`src/rtl/shift_pkg.sv`:
```
// Shared types for the universal shift register.
// Mode encoding matches the 2-bit mode pin.
package shift_pkg;

    typedef enum logic [1:0] {
        HOLD = 2'd0,
        SHL  = 2'd1,
        SHR  = 2'd2,
        LOAD = 2'd3
    } shift_mode_e;

    typedef enum logic {
        IDLE  = 1'b0,
        BURST = 1'b1
    } burst_state_e;

endpackage

```
`src/rtl/shift_burst_ctrl.sv`:
```
// Burst sequencer: accepts a start, counts shifts,
// and generates busy/done plus a per-cycle shift strobe.
module shift_burst_ctrl
    import shift_pkg::*;
#(
    parameter int CW = 4
) (
    input  logic          clk,
    input  logic          rst,
    input  logic          start,
    input  logic [1:0]    mode,
    input  logic [CW-1:0] burst_len,
    output logic          accept,
    output logic          shift_en,
    output logic          shift_left,
    output logic          busy,
    output logic          done
);

    burst_state_e  state_q, state_d;
    logic [CW-1:0] cnt_q, cnt_d;
    logic          dir_q, dir_d;
    logic          done_q, done_d;
    logic          dir_ok;

    assign dir_ok = (mode == SHL) || (mode == SHR);

    // Next-state: accept in IDLE, count down in BURST.
    always_comb begin
        state_d  = state_q;
        cnt_d    = cnt_q;
        dir_d    = dir_q;
        done_d   = 1'b0;
        accept   = 1'b0;
        shift_en = 1'b0;
        unique case (state_q)
            IDLE: begin
                if (start && dir_ok) begin
                    accept = 1'b1;
                    dir_d  = (mode == SHL);
                    if (burst_len == '0) begin
                        done_d = 1'b1;
                    end else begin
                        state_d = BURST;
                        cnt_d   = burst_len;
                    end
                end
            end
            BURST: begin
                shift_en = 1'b1;
                cnt_d    = cnt_q - CW'(1);
                if (cnt_q == CW'(1)) begin
                    state_d = IDLE;
                    done_d  = 1'b1;
                end
            end
        endcase
    end

    // Controller state registers with synchronous reset.
    always_ff @(posedge clk) begin
        if (rst) begin
            state_q <= IDLE;
            cnt_q   <= '0;
            dir_q   <= 1'b0;
            done_q  <= 1'b0;
        end else begin
            state_q <= state_d;
            cnt_q   <= cnt_d;
            dir_q   <= dir_d;
            done_q  <= done_d;
        end
    end

    assign shift_left = dir_q;
    assign busy       = (state_q == BURST);
    assign done       = done_q;

endmodule

```
`src/rtl/univ_shift_reg.sv`:
```
// Universal shift register: hold/shl/shr/load plus
// a self-timed N-place burst with completion pulse.
module univ_shift_reg
    import shift_pkg::*;
#(
    parameter int WIDTH = 8,
    parameter int CW    = $clog2(WIDTH + 1)
) (
    input  logic             clk,
    input  logic             rst,
    input  logic             en,
    input  logic [1:0]       mode,
    input  logic [WIDTH-1:0] data_in,
    input  logic             ser_in_lsb,
    input  logic             ser_in_msb,
    input  logic             start,
    input  logic [CW-1:0]    burst_len,
    output logic [WIDTH-1:0] data_out,
    output logic             ser_out_msb,
    output logic             ser_out_lsb,
    output logic             busy,
    output logic             done
);

    logic [WIDTH-1:0] data_q, data_d;
    logic             accept;
    logic             shift_en;
    logic             shift_left;

    shift_burst_ctrl #(
        .CW(CW)
    ) u_ctrl (
        .clk       (clk),
        .rst       (rst),
        .start     (start),
        .mode      (mode),
        .burst_len (burst_len),
        .accept    (accept),
        .shift_en  (shift_en),
        .shift_left(shift_left),
        .busy      (busy),
        .done      (done)
    );

    // Burst shifts win; manual ops only when idle and not accepting.
    always_comb begin
        data_d = data_q;
        if (shift_en) begin
            data_d = shift_left ? {data_q[WIDTH-2:0], ser_in_lsb}
                                : {ser_in_msb, data_q[WIDTH-1:1]};
        end else if (en && !accept && !busy) begin
            unique case (shift_mode_e'(mode))
                HOLD: data_d = data_q;
                SHL:  data_d = {data_q[WIDTH-2:0], ser_in_lsb};
                SHR:  data_d = {ser_in_msb, data_q[WIDTH-1:1]};
                LOAD: data_d = data_in;
            endcase
        end
    end

    // Register contents with synchronous reset.
    always_ff @(posedge clk) begin
        if (rst) begin
            data_q <= '0;
        end else begin
            data_q <= data_d;
        end
    end

    assign data_out    = data_q;
    assign ser_out_msb = data_q[WIDTH-1];
    assign ser_out_lsb = data_q[0];

endmodule

```
`config.mk`:
```
export PLATFORM = sky130hd
export DESIGN_NAME = univ_shift_reg
export DESIGN_NICKNAME = d
export VERILOG_FILES = /design/src/rtl/shift_pkg.sv /design/src/rtl/shift_burst_ctrl.sv /design/src/rtl/univ_shift_reg.sv
export SDC_FILE = /design/constraint.sdc
export NUM_CORES = 1
export LEC_CHECK = 0
export CAP_MARGIN = 20
export CORE_ASPECT_RATIO = 0.75
export CORE_UTILIZATION = 30
export DETAILED_ROUTE_END_ITERATION = 8
export MAX_ROUTING_LAYER = met4
export PLACE_DENSITY = 0.6
export SYNTH_ARGS = -nofsm -noshare
export SYNTH_HDL_FRONTEND = slang
export SYNTH_HIERARCHICAL = 1
export SYNTH_SLANG_ARGS = --single-unit
```
`constraint.sdc`:
```
create_clock -name clk -period 2.4 [get_ports clk]
set_input_delay 0.36 -clock clk [delete_from_list [all_inputs] [get_ports clk]]
set_output_delay 0.36 -clock clk [all_outputs]
set_load 0.01 [all_outputs]
```
# Word level (Yosys, flattened, before mapping)
# Cells that the tools add are included.
[classes] addsub=1 mul=0 div_mod_pow=0 n_lt_le_gt_ge=0 eq_ne=7 shifts=0 muxes=18 bitwise_logic=1 reduce_logical=12
[op_table] op="8-bit 2-to-1 mux" n=3
[op_table] op="8-bit case mux with 3 select lines" n=1
[op_table] op="1-bit 2-to-1 mux" n=9
[op_table] op="4-bit 2-to-1 mux" n=2
[op_table] op="4-bit case mux with 2 select lines" n=1
[op_table] op="2-bit AND reduction" n=3
[op_table] op="2-bit equality test (second input constant)" n=2
[op_table] op="4-bit by 1-bit equality test with 1-bit output (second input constant)" n=1
[op_table] op="4-bit zero test" n=1
[op_table] op="2-bit != test (second input constant)" n=2
[op_table] op="1-bit case mux with 2 select lines" n=2
[op_table] op="4-bit by 1-bit subtractor with 4-bit output (second input constant)" n=1
[op_table] op="1-bit logical AND" n=3
[op_table] op="2-bit by 1-bit equality test with 1-bit output (second input constant)" n=1
[op_table] op="1-bit zero test" n=2
[op_table] op="2-bit zero test" n=1
[op_table] op="2-bit by 1-bit != test with 1-bit output (second input constant)" n=1
[op_table] op="2-bit nonzero test" n=1
[op_table] op="1-bit logical OR" n=1
[op_table] op="1-bit inverter" n=1
[word_totals] regBits=15 latch_bits=0 mem_bits_rw=0 mem_bits_ro=0 input_bits=20 out_inout_bits=12 word_cells=44 n_memories=0

# Depth between registers and ports, before layout
# Gate-level depths: netlist of the first run.
[depth] ltp_word=10 ltp_mapped=6 mapped_depth_nobuf=6

# Hierarchy
# Netlist of the first run, hierarchy kept.
[modules_own_cells] mod="univ_shift_reg" n_inst=1 cells_each=78 area_each_um2=698.2 seq_area_each_um2=160.2
[modules_own_cells] mod="shift_burst_ctrl" n_inst=1 cells_each=45 area_each_um2=411.6 seq_area_each_um2=140.1

# Worst setup path after synthesis of the first run
# No wires, ideal clock.
[synth_path] kind="input to register" startpoint="input port mode[1]" endpoint="register data_q[6], in the netlist data_out[6]" setup_time_ps=88 arrival_time_ps=1767 required_ps=2312 setup_slack_ps=545 cell_stages=6 n_path_buf=0 cell_sequence="inv_1 -> ha_1 -> nor3b_1 -> nor3b_2 -> a21o_4 -> a311oi_2"
[synth_between] elab_chain_cells=10 elab_cells_between_ends=17 classes_between="4 x eq/ne; 5 x mux; 8 x reduce/logical"
[synth_rtl] item="start: declaration" line="univ_shift_reg.sv:12" source="input logic [1:0] mode,"
[synth_rtl] item="2-bit by 1-bit equality test with 1-bit output / 2-bit equality test (equally long branches)" line="shift_burst_ctrl.sv:26" source="assign dir_ok = (mode == SHL) || (mode == SHR);"
[synth_rtl] item="1-bit logical OR *" line="shift_burst_ctrl.sv:26"
[synth_rtl] item="1-bit logical AND *" line="shift_burst_ctrl.sv:38" source="if (start && dir_ok) begin"
[synth_rtl] item="1-bit 2-to-1 mux *" line="shift_burst_ctrl.sv:38"
[synth_rtl] item="1-bit 2-to-1 mux *" line="shift_burst_ctrl.sv:36" source="unique case (state_q)"
[synth_rtl] item="named net accept" line="univ_shift_reg.sv:26" source="logic accept;"
[synth_rtl] item="1-bit zero test *" line="univ_shift_reg.sv:51" source="end else if (en && !accept && !busy) begin"
[synth_rtl] item="1-bit logical AND * (2 in a row)" line="univ_shift_reg.sv:51"
[synth_rtl] item="2-bit nonzero test (no source line) *"
[synth_rtl] item="2-bit AND reduction (no source line) *"
[synth_rtl] item="end signal: assignment" line="univ_shift_reg.sv:66" source="data_q <= data_d;"
[synth_rtl] item="end: declaration" line="univ_shift_reg.sv:25" source="logic [WIDTH-1:0] data_q, data_d;"
# The timed path passes the listed nets; every way through them passes the cells marked *. The select of a mux whose other input is x is not followed.
# A chain may end at the register's enable or synchronous reset.

# Worst setup path in the final report of the first run
[layout_path] startpoint="input port mode[1]" endpoint="register data_q[7], in the netlist data_out[7]"
# Same word-level chain as after synthesis.

==> qor.json, run 1 <==
{
  "result_of_the_run": "completed",
  "grt_antenna_before_repair": 0,
  "vdd_ir_drop_max_uv": 253,
  "leakage_nw": 0.546,
  "synth.distinct_cells": 36,
  "worstPathCellList": "clkdlybuf4s50_1 > inv_1 > ha_1 > nor3b_1 > nor3b_2 > a211oi_1 > a311oi_1",
  "power_switching_uw": 264,
  "path_clk_slew_ns": 0.06,
  "cts_made_buffers": 3,
  "grt_max_degree": 28,
  "residual_drc": 0,
  "grt_pass1_vias": 899,
  "worst_min_delay_path_endpoint": "u_ctrl/cnt_q[1]",
  "worst_r2r_path_depth": 4,
  "timing_max_transition_violations_final": 0,
  "worst-setup-path-type": "input pin to flip-flop",
  "cp_max_fo": 9,
  "cts_root_buf": "sky130_fd_sc_hd__clkbuf_8",
  "power_report.internal_total_uw": 566,
  "vias": 1054,
  "grt_first_pass_wirelength_um": 4510,
  "cts_max_level": 1,
  "core-area_mm2": 0.00340,
  "insertedDiodeCount": 0,
  "worst_hold_path.num_cells": 2,
  "total_power_uw": 831,
  "post_synthesis_async_set_or_reset_flop_share_pct": 0,
  "detail_route.wl_per_cell_um": 14.1,
  "synth_largest_type_area_fraction_pct": 27.1,
  "ant_nets": 0,
  "syn2layout_area_growth_pct": 34.3,
  "yosys_most_used_dff": "sky130_fd_sc_hd__dfxtp_1",
  "total_power_per_unit_cell_area_mw_per_mm2": 557,
  "tritoncts": "built",
  "postCtsSetupRepairBufs": 0,
  "synth_seq_cells": 15,
  "netlist_instances": 123,
  "critical-path-slowest-cell": "sky130_fd_sc_hd__nor3b_2",
  "cts_num_sinks": 15,
  "wirelength_um": 2830,
  "fin_crit_ns": 2.04,
  "number_of_enable_type_register_cells_in_the_synthesized_netlist": 0,
  "syn_nets": 146,
  "yosysWarnings": 6,
  "core.rowCount": 18,
  "clock_power_share_pct": 24.9,
  "yosys.cell_count.top_type": "sky130_fd_sc_hd__dfxtp_1",
  "final_nets": 175,
  "hp_class": "flip-flop to flip-flop",
  "port_buffers": 31,
  "r2r-start": "u_ctrl/busy",
  "synth_seq_area_share_pct": 27.1,
  "floorplan.initialDensity_pct": 32.6,
  "arrival_ns": 2.19,
  "clk_latency_worst_skew_pair_ns": 0.25,
  "grt_overflow": 0,
  "finalSetupTns_ns": 0,
  "final_setup_fails": 0,
  "globalRouteTotalUtil_pct": 15.7,
  "timing.reg2reg.setup_slack_ns": 0.79,
  "num_io_pins": 32,
  "routabilityCongestion": 0.786,
  "synth_area_leader_cell": "sky130_fd_sc_hd__dfxtp_1",
  "dieHeight_um": 54.7,
  "number_of_filler_instances_in_the_final_layout": 344,
  "post_cts_repair_resize_count": 0,
  "critPathRequiredTime_ns": 2.54,
  "power.share.sequential_pct": 38.8,
  "finalCritPeriodShare_pct": 85.1,
  "comb_power_share_pct": 36.3,
  "timing.slew.headroom_pct": 60.5,
  "drt_first_iter_violations": 65,
  "maxCapViolations": 0,
  "worstSetupStartpointType": "input pin",
  "grt_setup_unrepaired": "no",
  "synth.top_cells.by_count": "sky130_fd_sc_hd__dfxtp_1 (15), sky130_fd_sc_hd__a211oi_1 (10), sky130_fd_sc_hd__nand2_1 (10), sky130_fd_sc_hd__nor2_1 (10)",
  "timing.hold.worst.start": "u_ctrl/cnt_q[1]",
  "timing_worst_slew_pin_value_ns": 0.590,
  "post_route_cells_drive_above_1_share_pct": 13.9,
  "netlist_area_mm2": 0.00111,
  "yosys-top-cells-area": "sky130_fd_sc_hd__dfxtp_1 (27%), sky130_fd_sc_hd__mux2_2 (8.1%), sky130_fd_sc_hd__mux2i_1 (7.2%)",
  "floorplan.die.width_um": 72.2,
  "route.detailed.vias_per_inst": 5.24,
  "crit_path_end_kind": "flip-flop",
  "drt_pass1_iterations": 4,
  "cpPeakStageDelay_ns": 0.51,
  "hold_buffers": 0,
  "timing.final.hold_violations": 0,
  "reg2reg_to": "data_out[7]",
  "fmax_ghz": 0.489,
  "clock_tree.buffer_depth": 2,
  "post_synth.cell_area_avg_um2": 9.02,
  "finClkSkew_ns": 0.00112,
  "place.detailed.hpwl_um": 2040,
  "power.switching_fraction_pct": 31.8,
  "die-area_mm2": 0.00395
}
## placed cells by master, fill, tap and decap left out
master / n
sky130_fd_sc_hd__a211o_1: 8
sky130_fd_sc_hd__clkbuf_8: 3
sky130_fd_sc_hd__a311oi_2: 1
sky130_fd_sc_hd__nand2_1: 10
sky130_fd_sc_hd__or2_1: 1
sky130_fd_sc_hd__clkbuf_1: 1
sky130_fd_sc_hd__a221oi_1: 1
sky130_fd_sc_hd__a211oi_1: 10
sky130_fd_sc_hd__nor2_1: 10
sky130_fd_sc_hd__ha_1: 3
sky130_fd_sc_hd__nand2b_1: 2
sky130_fd_sc_hd__inv_1: 4
sky130_fd_sc_hd__a32oi_1: 1
sky130_fd_sc_hd__a21oi_1: 4
sky130_fd_sc_hd__a2bb2oi_1: 1
sky130_fd_sc_hd__nor3b_2: 1
sky130_fd_sc_hd__mux2i_1: 8
sky130_fd_sc_hd__nor4bb_1: 1
sky130_fd_sc_hd__a21o_1: 1
sky130_fd_sc_hd__clkdlybuf4s50_1: 31
sky130_fd_sc_hd__a311oi_1: 7
sky130_fd_sc_hd__nor4_4: 1
sky130_fd_sc_hd__a31oi_1: 2
sky130_fd_sc_hd__or2_0: 1
sky130_fd_sc_hd__nor3b_1: 1
sky130_fd_sc_hd__buf_4: 6
sky130_fd_sc_hd__dfxtp_1: 15
sky130_fd_sc_hd__o311ai_0: 1
sky130_fd_sc_hd__mux2_2: 8
sky130_fd_sc_hd__o21ai_0: 2
sky130_fd_sc_hd__o31ai_1: 1
sky130_fd_sc_hd__or4b_1: 1
sky130_fd_sc_hd__o211ai_1: 1
sky130_fd_sc_hd__nor2b_1: 1
sky130_fd_sc_hd__a21o_4: 1
## power groups by stage
stage | clock network [mW] | logic, mW | registers (mW)
6_report | 0.207 | 0.301 | 0.322
5_1_grt | 0.226 | 0.329 | 0.328
4_1_cts | 0.213 | 0.301 | 0.322
3_5_place_dp | 0 | 0.300 | 0.327
3_3_place_gp | 0 | 0.295 | 0.326
2_1_floorplan | 0 | 0.181 | 0.324
## logic make-up after synthesis
family / count (synthesis) / synth area share, %
AO/OA/AOI/OAI: 42 / 30.3
adder cells (fa/ha/maj): 3 / 3.38
buffers and inverters: 17 / 8.79
flip-flops: 15 / 27.1
multiplexers: 16 / 15.3
AND/OR/NAND/NOR: 30 / 15.1
## metal layers
metal / GRT usage (%) / share of wire (%) / up-vias
met5: - / 0 / -
met4: 4.90 / 0.60 / 0
met3: 3.68 / 3.4 / 2
met2: 23.4 / 45 / 36
met1: 21.0 / 51 / 491
li1: - / - / 525
## sequential cells by signal (all words and copies together) (netlist names)
name / cells
u_ctrl/done: 1
data_out: 8
u_ctrl/busy: 1
u_ctrl/cnt_q: 4
u_ctrl/shift_left: 1
## how the worst max path moves through the flow
| stage | start | end | cells after the start |
|---|---|---|---|
| floorplan | mode[1] | data_out[6] | 6 |
| global placement | mode[1] | data_out[4] | 7 |
| detailed placement | mode[1] | data_out[7] | 7 |
| CTS | mode[1] | data_out[7] | 7 |
| global route | mode[1] | data_out[4] | 7 |
| finish | mode[1] | data_out[7] | 7 |
## cell type report
| class | count | area (µm²) | area share [%] |
|---|---|---|---|
| Multi-Input combinational cell | 91 | 712 | 47.8 |
| Inverter | 4 | 15.0 | 1.01 |
| Tap cell | 50 | 62.6 | 4.20 |
| Timing Repair Buffer | 37 | 355 | 23.8 |
| Sequential cell | 15 | 300 | 20.2 |
| Clock buffer | 4 | 45.0 | 3.02 |
## critical path: cells and delay by family
family / cells / cell delay (ns)
compound gates: 2 / 0.43
fa+ha+maj: 1 / 0.29
buf+inv: 2 / 0.51
simple gates: 2 / 0.58
## metrics by stage
step,setup slack [ns],utilization (%),hold WS [ns],cell area [µm²],instances
global placement,0.126,42.5,0.510,1450,197
CTS,0.342,43.8,0.526,1490,201
global route,0.210,43.8,0.571,1490,201
detailed placement,0.0857,42.5,0.515,1450,197
floorplan,0.545,-,0.429,1110,123
finish,0.357,43.8,0.536,1490,201
Note: power is estimated with default switching activity, not from simulation.
==> run 2, diff against run 1 <==
GPL_TIMING_DRIVEN = 0   (was not set)
==> run 2 against run 1 <==
Net effect:
- flip-flop and latch count did not move
- sequential share of layout area fell by 0.56 points
- register-to-register slack got worse by 0.18 ns
- critical path type unchanged
- power rose by 1.8%
- clock skew rose by 0.0037 ns
- largest cell class unchanged
- non-clock buffer count rose by 7
- fmax fell by 7.5%
- clock-buffer cell count did not move
==> qor.json, run 2 (synthesis results as in run 1) <==
{
  "result_of_the_run": "completed",
  "layout_commonest_cell": "sky130_fd_sc_hd__clkdlybuf4s50_1",
  "ant_nets": 0,
  "instances_no_fill": 208,
  "die-area_mm2": 0.00395,
  "power.switching_fraction_pct": 32.2,
  "post_route_cells_drive_above_1_share_pct": 15.8,
  "total_power_per_unit_cell_area_mw_per_mm2": 551,
  "largest_register_ff_count": 8,
  "cts_num_sinks": 15,
  "port_buffers": 31,
  "path_clk_slew_ns": 0.06,
  "grt_first_pass_wirelength_um": 4840,
  "globalRouteTotalUtil_pct": 16.5,
  "cts_root_buf": "sky130_fd_sc_hd__clkbuf_8",
  "worstSetupStartpointType": "input pin",
  "num_io_pins": 32,
  "clock_tree.buffer_depth": 2,
  "core-area_mm2": 0.00340,
  "grtUsageMet3_pct": 3.87,
  "place.detailed.hpwl_um": 2270,
  "drt_first_iter_violations": 33,
  "met1_usage_pct": 22.2,
  "cts_max_level": 1,
  "number_of_filler_instances_in_the_final_layout": 334,
  "timing_worst_slew_pin_value_ns": 0.641,
  "detailed_place.area_mm2": 0.00148,
  "critPathRequiredTime_ns": 2.55,
  "finalCritPeriodShare_pct": 92.0,
  "hp_class": "flip-flop to flip-flop",
  "crit_path_end_kind": "flip-flop",
  "core.rowCount": 18,
  "grt_overflow": 0,
  "cp_max_fo": 9,
  "clk_latency_worst_skew_pair_ns": 0.25,
  "timing_max_transition_violations_final": 0,
  "dieHeight_um": 54.7,
  "total_power_uw": 845,
  "finClkSkew_ns": 0.00481,
  "residual_drc": 0,
  "vias": 1123,
  "comb_power_share_pct": 37.4,
  "floorplan.initialDensity_pct": 32.6,
  "final_critical_path_setup_slack_ns": 0.192,
  "power_report.internal_total_uw": 573,
  "setup_slack_at_placement_ns": -0.268,
  "grt_antenna_before_repair": 0,
  "vdd_ir_drop_max_uv": 193,
  "detail_route.wl_per_cell_um": 14.6,
  "route.detailed.vias_per_inst": 5.40,
  "grt_setup_unrepaired": "no",
  "timing.final.hold_violations": 0,
  "grt_busiest_layer": "met2",
  "cells_after_dpl": 204,
  "seqCellArea_um2": 300,
  "clock_power_share_pct": 24.6,
  "fin_hold_ws_ns": 0.473,
  "cts_made_buffers": 3,
  "floorplan.die.width_um": 72.2,
  "power.share.sequential_pct": 38.1,
  "worst-setup-path-type": "input pin to flip-flop",
  "final_nets": 182,
  "insertedDiodeCount": 0,
  "post_cts_repair_resize_count": 1,
  "final_setup_fails": 0,
  "arrival_ns": 2.36,
  "multiInputGateArea_um2": 717,
  "finalInstanceArea_mm2": 0.00153,
  "power_switching_uw": 272,
  "wirelength_um": 3040,
  "use_met2_pct": 24.6,
  "postCtsSetupRepairBufs": 0,
  "fin_crit_ns": 2.21,
  "tritoncts": "built",
  "timing.slew.headroom_pct": 57.1,
  "hold_buffers": 0,
  "layout_common_cells": "sky130_fd_sc_hd__clkdlybuf4s50_1 (31), sky130_fd_sc_hd__dfxtp_1 (15), sky130_fd_sc_hd__nand2_1 (10), sky130_fd_sc_hd__nor2_1 (10), sky130_fd_sc_hd__a211oi_1 (10)",
  "grt_max_degree": 11,
  "leakage_nw": 0.569,
  "grt_pass1_vias": 1012,
  "routabilityCongestion": 0.782,
  "syn2layout_area_growth_pct": 38.1,
  "drt_pass1_iterations": 4,
  "fmax_ghz": 0.453,
  "maxCapViolations": 0
}
run 2: power by group through the flow:
stage | Clock (mW) | Sequential [mW] | Combinational, mW
2_1_floorplan | 0 | 0.324 | 0.181
3_3_place_gp | 0 | 0.325 | 0.307
3_5_place_dp | 0 | 0.326 | 0.314
4_1_cts | 0.212 | 0.321 | 0.316
5_1_grt | 0.228 | 0.328 | 0.345
6_report | 0.208 | 0.322 | 0.316
run 2: through the flow:
| step | setup TNS [ns] | util, % |
|---|---|---|
| after floorplan | 0 | - |
| after global placement | -2.40 | 43.6 |
| after detailed placement | -1.86 | 43.6 |
| after CTS | 0 | 45.1 |
| after global routing | 0 | 45.1 |
| final | 0 | 45.1 |
run 2: layout make-up:
type | count | share of cell area (%)
Buffer | 13 | 5.39
Inverter | 4 | 0.980
Timing Repair Buffer | 31 | 20.2
Tap cell | 50 | 4.08
Clock buffer | 4 | 2.94
Sequential cell | 15 | 19.6
Multi-Input combinational cell | 91 | 46.8
run 2: path summary, 6_finish.rpt:
path                          start                end  slack, ns  depth (start not counted)
setup / recovery            mode[1]        data_out[6]       0.19                          7
hold / removal    u_ctrl/shift_left  u_ctrl/shift_left       0.47                          2
setup reg to reg        u_ctrl/busy        data_out[2]       0.61                          5
hold reg to reg   u_ctrl/shift_left  u_ctrl/shift_left       0.47                          2
run 2: per-layer routing:
layer	up-vias	share of wire (%)	wire length, µm
li1	543	-	-
met1	540	51	1540
met2	36	42	1290
met3	4	5.4	164
met4	0	1.7	53
met5	-	0	0
run 2: critical path, cell delays in order:
cell,delay [ns]
sky130_fd_sc_hd__clkdlybuf4s50_1,0.47
sky130_fd_sc_hd__inv_1,0.04
sky130_fd_sc_hd__ha_1,0.35
sky130_fd_sc_hd__nor3b_2,0.10
sky130_fd_sc_hd__nor3b_2,0.57
sky130_fd_sc_hd__a211oi_1,0.18
sky130_fd_sc_hd__a311oi_2,0.27
